`src/rtl/mmio_uart_tx.sv`:
```
// Memory-mapped console transmitter: CPU-written byte FIFO drained as 8N1 serial frames.
// Define MMIO_UART_TX_PARITY_EN to insert an even-parity bit (8E1 framing, STATUS bit4 = 1).
module mmio_uart_tx #(
    parameter int CLKS_PER_BIT = 16,
    parameter int FIFO_DEPTH   = 8
) (
    input  logic        clk,
    input  logic        reset,
    input  logic        sel,
    input  logic [1:0]  addr,
    input  logic        re,
    input  logic        we,
    input  logic [31:0] wdata,
    output logic [31:0] rdata,
    output logic        tx
);
    localparam int CNTW = $clog2(CLKS_PER_BIT);
    localparam int PTRW = $clog2(FIFO_DEPTH);
    localparam int CW   = PTRW + 1;
    localparam logic [CNTW-1:0] CNT_MAX = CNTW'(CLKS_PER_BIT - 1);
    localparam logic [CW-1:0]   DEPTH_C = CW'(FIFO_DEPTH);

    typedef enum logic [2:0] {
        S_IDLE   = 3'd0,
        S_START  = 3'd1,
        S_DATA   = 3'd2,
        S_PARITY = 3'd3,
        S_STOP   = 3'd4
    } state_t;

    function automatic logic even_parity(input logic [7:0] d);
        return ^d;
    endfunction

    logic [7:0]      mem_r [FIFO_DEPTH];
    logic [PTRW-1:0] wr_ptr_r, rd_ptr_r;
    logic [CW-1:0]   count_r;
    state_t          state_r;
    logic [CNTW-1:0] cnt_r;
    logic [2:0]      bit_idx_r;
    logic [7:0]      shift_r;
    logic            par_r;
    logic            ovf_r;
    logic [31:0]     rdata_r;
    logic            tx_r;

    logic        full_s, empty_s, bit_end_s, pop_s, wr_s, push_s, drop_s, stat_rd_s, tx_s;
    logic [31:0] status_s;

    assign full_s    = (count_r == DEPTH_C);
    assign empty_s   = (count_r == {CW{1'b0}});
    assign bit_end_s = (cnt_r == CNT_MAX);
    // A pop happens whenever the transmitter is ready for a new byte: idle, or at the last STOP cycle.
    assign pop_s     = !empty_s && ((state_r == S_IDLE) || ((state_r == S_STOP) && bit_end_s));
    assign wr_s      = sel && we && (addr == 2'd0);
    assign push_s    = wr_s && (!full_s || pop_s);
    assign drop_s    = wr_s && full_s && !pop_s;
    assign stat_rd_s = sel && re && (addr == 2'd1);

    // STATUS register image
    always_comb begin
        status_s       = 32'd0;
        status_s[0]    = full_s;
        status_s[1]    = empty_s;
        status_s[2]    = (state_r != S_IDLE);
        status_s[3]    = ovf_r;
`ifdef MMIO_UART_TX_PARITY_EN
        status_s[4]    = 1'b1;
`else
        status_s[4]    = 1'b0;
`endif
        status_s[11:8] = 4'(count_r);
    end

    // Serial line level for the current state; registered below
    always_comb begin
        case (state_r)
            S_IDLE:   tx_s = 1'b1;
            S_START:  tx_s = 1'b0;
            S_DATA:   tx_s = shift_r[0];
            S_PARITY: tx_s = par_r;
            S_STOP:   tx_s = 1'b1;
            default:  tx_s = 1'b1;
        endcase
    end

    // Byte FIFO storage, pointers and occupancy
    always_ff @(posedge clk) begin
        if (reset) begin
            wr_ptr_r <= {PTRW{1'b0}};
            rd_ptr_r <= {PTRW{1'b0}};
            count_r  <= {CW{1'b0}};
        end else begin
            if (push_s) begin
                mem_r[wr_ptr_r] <= wdata[7:0];
                wr_ptr_r        <= wr_ptr_r + PTRW'(1);
            end
            if (pop_s) begin
                rd_ptr_r <= rd_ptr_r + PTRW'(1);
            end
            case ({push_s, pop_s})
                2'b10:   count_r <= count_r + CW'(1);
                2'b01:   count_r <= count_r - CW'(1);
                default: count_r <= count_r;
            endcase
        end
    end

    // Transmitter FSM with registered tx
    always_ff @(posedge clk) begin
        if (reset) begin
            state_r   <= S_IDLE;
            cnt_r     <= {CNTW{1'b0}};
            bit_idx_r <= 3'd0;
            shift_r   <= 8'd0;
            par_r     <= 1'b0;
            tx_r      <= 1'b1;
        end else begin
            tx_r <= tx_s;
            case (state_r)
                S_IDLE: begin
                    cnt_r <= {CNTW{1'b0}};
                    if (pop_s) begin
                        shift_r <= mem_r[rd_ptr_r];
                        par_r   <= even_parity(mem_r[rd_ptr_r]);
                        state_r <= S_START;
                    end
                end
                S_START: begin
                    if (bit_end_s) begin
                        cnt_r     <= {CNTW{1'b0}};
                        bit_idx_r <= 3'd0;
                        state_r   <= S_DATA;
                    end else begin
                        cnt_r <= cnt_r + CNTW'(1);
                    end
                end
                S_DATA: begin
                    if (bit_end_s) begin
                        cnt_r   <= {CNTW{1'b0}};
                        shift_r <= {1'b0, shift_r[7:1]};
                        if (bit_idx_r == 3'd7) begin
`ifdef MMIO_UART_TX_PARITY_EN
                            state_r <= S_PARITY;
`else
                            state_r <= S_STOP;
`endif
                        end else begin
                            bit_idx_r <= bit_idx_r + 3'd1;
                        end
                    end else begin
                        cnt_r <= cnt_r + CNTW'(1);
                    end
                end
`ifdef MMIO_UART_TX_PARITY_EN
                S_PARITY: begin
                    if (bit_end_s) begin
                        cnt_r   <= {CNTW{1'b0}};
                        state_r <= S_STOP;
                    end else begin
                        cnt_r <= cnt_r + CNTW'(1);
                    end
                end
`endif
                S_STOP: begin
                    if (bit_end_s) begin
                        cnt_r <= {CNTW{1'b0}};
                        // Chain straight into the next frame when a byte is waiting
                        if (pop_s) begin
                            shift_r <= mem_r[rd_ptr_r];
                            par_r   <= even_parity(mem_r[rd_ptr_r]);
                            state_r <= S_START;
                        end else begin
                            state_r <= S_IDLE;
                        end
                    end else begin
                        cnt_r <= cnt_r + CNTW'(1);
                    end
                end
                default: begin
                    cnt_r   <= {CNTW{1'b0}};
                    state_r <= S_IDLE;
                end
            endcase
        end
    end

    // Bus read data and sticky overflow flag
    always_ff @(posedge clk) begin
        if (reset) begin
            rdata_r <= 32'd0;
            ovf_r   <= 1'b0;
        end else begin
            if (sel && re) begin
                case (addr)
                    2'd1:    rdata_r <= status_s;
                    default: rdata_r <= 32'd0;
                endcase
            end else begin
                rdata_r <= rdata_r;
            end
            if (drop_s) begin
                ovf_r <= 1'b1;
            end else if (stat_rd_s) begin
                ovf_r <= 1'b0;
            end else begin
                ovf_r <= ovf_r;
            end
        end
    end

    assign rdata = rdata_r;
    assign tx    = tx_r;

endmodule

```
`config.mk`:
```
export PLATFORM = sky130hd
export DESIGN_NAME = mmio_uart_tx
export DESIGN_NICKNAME = d
export VERILOG_FILES = /design/src/rtl/mmio_uart_tx.sv
export SDC_FILE = /design/constraint.sdc
export NUM_CORES = 1
export LEC_CHECK = 0
export ABC_AREA = 1
export CORE_ASPECT_RATIO = 1.4
export CORE_MARGIN = 2
export CORE_UTILIZATION = 35
export CTS_CLUSTER_SIZE = 40
export DETAILED_ROUTE_END_ITERATION = 10
export HOLD_SLACK_MARGIN = 0.02
export PLACE_DENSITY_LB_ADDON = 0.1
export SYNTH_ARGS = -nofsm -noshare
export SYNTH_HDL_FRONTEND = slang
export SYNTH_SLANG_ARGS = --single-unit
```
`constraint.sdc`:
```
create_clock -name clk -period 7.5 [get_ports clk]
set_clock_uncertainty 0.1 [all_clocks]
set_input_delay 0.75 -clock clk [delete_from_list [all_inputs] [get_ports clk]]
set_output_delay 0.75 -clock clk [all_outputs]
set_load 0.01 [all_outputs]
```
* After elaboration in Yosys (flattened, before gate mapping)
Memories as Yosys holds them, arrays and structs flattened. A register that Yosys moved wholly into a read port is not among the register bits.
Cells that the tools add are included.
** Operators by class
- Add/subtract/negate cells :: 6
- Eq/ne operators :: 16
- Mux-type cells :: 28
- Bitwise logic cells :: 1
- Reductions and logical operators :: 30
** Operator list (count)
- $mux 3 :: 10
- $mux 8 :: 3
- $pmux 8 s3 :: 1
- $mux 12 :: 1
- $ne 2x2->1 const B :: 6
- $pmux 3 s4 :: 1
- $add 3x1->3 const B :: 3
- $logic_and 1x1->1 :: 9
- $add 4x1->4 const B :: 2
- $eq 4x4->1 const B :: 2
- $mux 1 :: 8
- $pmux 4 s2 :: 1
- $reduce_bool 2->1 :: 4
- $reduce_xor 8->1 :: 1
- $eq 3x2->1 const B :: 2
- $eq 3x3->1 const B :: 2
- $pmux 3 s2 :: 1
- $reduce_bool 3->1 :: 2
- $reduce_or 3->1 :: 2
- $reduce_and 5->1 :: 1
- $eq 2x1->1 const B :: 2
- $logic_not 4->1 :: 1
- $reduce_and 4->1 :: 1
- $sub 4x1->4 const B :: 1
- 11 further kinds :: 14
** Word-level totals
- Flip-flop bits (word level) :: 63
- RAM bits :: 64
- Output and inout bits :: 33
- Memories :: 1
** Memories
- mem_r :: words 8, width 8, rd ports 1, clocked after memory_dff 1, wr ports 1, line 35 : logic [7:0] mem_r [FIFO_DEPTH];

* Logic depth before layout (Yosys ltp)
- Word-level depth :: 9
- Mapped depth :: 17

* Worst setup path before layout
OpenSTA, ideal clock, no wires.
- Path type :: input port to flip-flop
- From :: input port addr[0]
- To :: memory mem_r[7][0], enable pin
- Arrival time :: 2.174 ns
- Path slack :: 4.831 ns
- Cell stages on the path :: 5
- Buffers on the path :: 0
- Path through :: inv_1 > nand4_1 > a21oi_4 > nand2_1 > nor4_1
** On the way
- Cells in the longest elaborated chain, start to end :: 6
** Ends and longest elaborated chain
- from (decl) :: line 10 : input logic [1:0] addr,
- $logic_not 2->1 :: line 55 : assign wr_s = sel && we && (addr == 2'd0);
- $logic_and 1x1->1 :: line 55
- $logic_and 1x1->1 :: line 56 : assign push_s = wr_s && (!full_s || pop_s);
- $mux 1 :: line 94 : if (push_s) begin
- $mux 1 :: line 89 : if (reset) begin
- $mux 1 (not written as such) :: line 95 : mem_r[wr_ptr_r] <= wdata[7:0];
- to (decl) :: line 35
No other way between the ends.

* Worst setup path after layout
- From :: register cnt_r[0]
- To :: memory mem_r[0][2], enable pin
** On the way
- Cells in the longest elaborated chain, start to end :: 9
** Ends and longest elaborated chain
- from (decl) :: line 39 : logic [CNTW-1:0] cnt_r;
- from (signal assigned) :: line 113 : cnt_r <= {CNTW{1'b0}};
- from (signal assigned) :: line 122 : cnt_r <= {CNTW{1'b0}};
- from (signal assigned) :: line 131 : cnt_r <= {CNTW{1'b0}};
- $eq 4x4->1 :: line 52 : assign bit_end_s = (cnt_r == CNT_MAX);
- $logic_and 1x1->1 :: line 54 : assign pop_s = !empty_s && ((state_r == S_IDLE) || ((state_r == S_STOP) && bit_end_s));
- $logic_or 1x1->1 :: line 54
- $logic_and 1x1->1 :: line 54
- $logic_or 1x1->1 :: line 56
- $logic_and 1x1->1 :: line 56
- $mux 1 :: line 94
- $mux 1 :: line 89
- $mux 1 (not written as such) :: line 95
No other way between the ends.

==> impl_results.md <==
* Status: complete, no violations
* IO buf count at 23
* CTS Buffer Depth at 2
* Num rows at 52
* Unrepaired setup endpoints after global routing: no
* Vias per cell at 4.556
* Number of I/O pins at 72
* WHS Path Cells at 1
* Post-synth top area share at 37.42%
* Clock power frac at 24.8%
* Post-synthesis mux area share at 0%
* Share of cells above drive strength 1 at 6.498%
* Area Growth Syn to Fin at 11.43%
* Syn Inst Count at 610
* R2R depth at 10
* Number of synthesized flops with an enable pin at 64
* NetSw at 722.1 uW
* Largest family of logic cells by synthesized area: simple AND/OR/NAND/NOR gates
* Req. time, crit path at 7350 ps
* Relative slew slack at 30.25%
* Final core occ at 39.80%
* Initial antenna violation count at 0
* First-pass GRT wire length at 17.81 mm
* Flops & latches, synth at 106
* Register area at 2764 um^2
* Compound-Gate Fraction of Synth Area at 6.821%
* ANT cells at 0
* Routed len/inst at 13.58 um
* CTS tree: built
* Largest net degree at the start of global routing at 38
* Area occupied by multi-input gates at 1827 um^2
* Die width at 106.4 um
* DR vias at 3736
* Overall routing resource usage at 14.80%
* Async set or reset register ratio after synthesis at 0%
* Starting density of the core at 35.72%
* DIE HEIGHT at 147.3 um
* Crit end category: flop
* Worst slew pin tran at 1042 ps
* WL final at 11.14 mm
* XOR/XNOR Fraction of Synth Area at 0.3410%
* DPL Wire Length at 7.510 mm
* Vias in the first global route at 3536
* Fin crit share at 40.20%
* Final net count at 671
* Sink Count at 106
* Die area at 15670 um^2
* Crit path max fanout at 11
* Syn avg cell area at 8.420 um^2
* DRT Pass-1 Iters at 4
* Fin. max-slew vios at 0
* Adder-cell area share of the yosys netlist at 1.462%
* Yosys top cell by area: edfxtp_1
* Yosys warning count at 0
* Internal Pwr Total at 1145 uW
* Combinational share of power at 35.3%
* Number of distinct library cells after synthesis at 41
* Seq/Total Area, Yosys at 53.79%
* Crit path time final at 3015 ps
* Crit Path Class: reg2reg
* GP Congestion at 0.7579
* TNS Setup at 0 ps
* Primary FF master, synth: edfxtp_1
* PD cells at 326.2 nW/um^2
* Cts hold-fix bufs at 0
* Sequential Power Share at 39.9%
* Worst-path clk slew at 70 ps
* Max Clk Rate at 331.7 MHz
* Overall Power at 1867 uW
* Max VDD drop at 113.0 uV
* Final Hold Vio Count at 0
* Switching share of power at 38.68%
* CTS H-tree lvls at 3
* Residual DRC count at 0
* Startpoint Class: flop
* Core area at 14380 um^2
* Filler Cells Inserted at 1454
* Final setup viols at 0
* Crit path DAT at 2870 ps
* Post-DRT Antenna Nets at 0
* Clock latency on the worst-skew pair at 340 ps
* Min-Delay Path Class: reg2reg
* Post-CTS setup buffer count at 0
* Synthesized cell area at 5136 um^2
* Resize count post-CTS at 0
* Iter 0 DRT Violations at 144
* Grt total ovfl at 0
* TritonCTS Buffers at 9
* Top cells by area, synth: edfxtp_1 (37%), dfxtp_1 (16%), nand2_1 (14%)
* CTS root buffer: clkbuf_16
* Pleak at 0.002478 uW
* Max cap viols at 0
* Simple-gate area share of the yosys netlist at 25.07%
-- sequential cells by signal, indices dropped and copies added, names as in the netlist, named ones only --
signal / count
mem_r: 64
cnt_r: 4
rdata: 8
bit_idx_r: 3
wr_ptr_r: 3
rd_ptr_r: 3
count_r: 4
tx: 1
par_r: 1
state_r: 3
shift_r: 8
ovf_r: 1
-- path summary, 6_finish.rpt --
kind,endpoint,start,slack (ps)
hold reg to reg,cnt_r[0]$_SDFF_PP0_,cnt_r[0]$_SDFF_PP0_,350
hold / removal,cnt_r[0]$_SDFF_PP0_,cnt_r[0]$_SDFF_PP0_,350
setup reg to reg,mem_r[0][2]$_DFFE_PP_,cnt_r[0]$_SDFF_PP0_,4480
setup / recovery,mem_r[0][2]$_DFFE_PP_,cnt_r[0]$_SDFF_PP0_,4480
-- cells by family after synthesis --
kind of cell	after synthesis
simple gates	300
buf+inv	136
flops	106
compound gates	59
fa+ha+maj	6
xor+xnor	2
other cells	1
-- layout by cell type, fill, tap and decap left out, drive strengths merged, types with 3 or more instances in the layout --
master and n:
nand2 200, inv 93, edfxtp 64, nand3 58, dfxtp 42, nor2 28
a21oi 27, conb 24, clkdlybuf4s50 23, o21ai 18, clkbuf 15, a31oi 7
ha 6, nor3 4, nand4 3, buf 3
-- Yosys cell counts, drive strengths merged (3+ instances only) --
cell type	n
o21ai	18
clkbuf	8
edfxtp	64
nor2	28
ha	6
inv	92
nor3	4
nand2	200
dfxtp	42
nand3	58
buf	36
a21oi	27
nand4	3
a31oi	7
-- layout make-up --
cell class | instances | area share (%)
inverter | 92 | 6.078
clock buffer | 15 | 5.050
tap | 189 | 4.132
timing repair buffer | 26 | 4.416
multi-input combinational | 391 | 31.92
clock inverter | 1 | 0.1093
sequential | 106 | 48.29
-- metrics by stage --
stage | std cells | hold WS (ps) | instance area (um^2) | setup WS [ps]
after global routing | 820 | 393.7 | 5723 | 4230
after floorplan | 633 | 317.8 | 5223 | 4831
after detailed placement | 804 | 341.1 | 5428 | 4037
final | 820 | 352.4 | 5723 | 4485
after global placement | 804 | 331.9 | 5428 | 4088
after CTS | 820 | 355.5 | 5723 | 4361
-- power groups by stage --
stage | combinational, uW | sequential (uW) | clock, uW
CTS | 667 | 748 | 476
global route | 757 | 755 | 504
finish | 659 | 745 | 463
floorplan | 583 | 704 | 0
detailed placement | 663 | 761 | 0
global placement | 650 | 757 | 0
-- layer usage --
layer / up-vias / track usage, % / routed length, um
li1: 1933 / - / -
met1: 1731 / 17.40 / 4812
met2: 63 / 26.63 / 5818
met3: 9 / 3.017 / 393
met4: 0 / 4.934 / 114
met5: - / 0 / 0
-- critical path, cell delays in order (launching register included) --
cell and delay [ps]:
dfxtp_1 360, ha_1 180, nand2_1 100, nor2_4 110, nor2_2 50, inv_2 50, nand3_2 250, a21oi_4 300
inv_2 70, or2_4 270, nor2_1 790
Note: power is estimated with default switching activity, not from simulation.
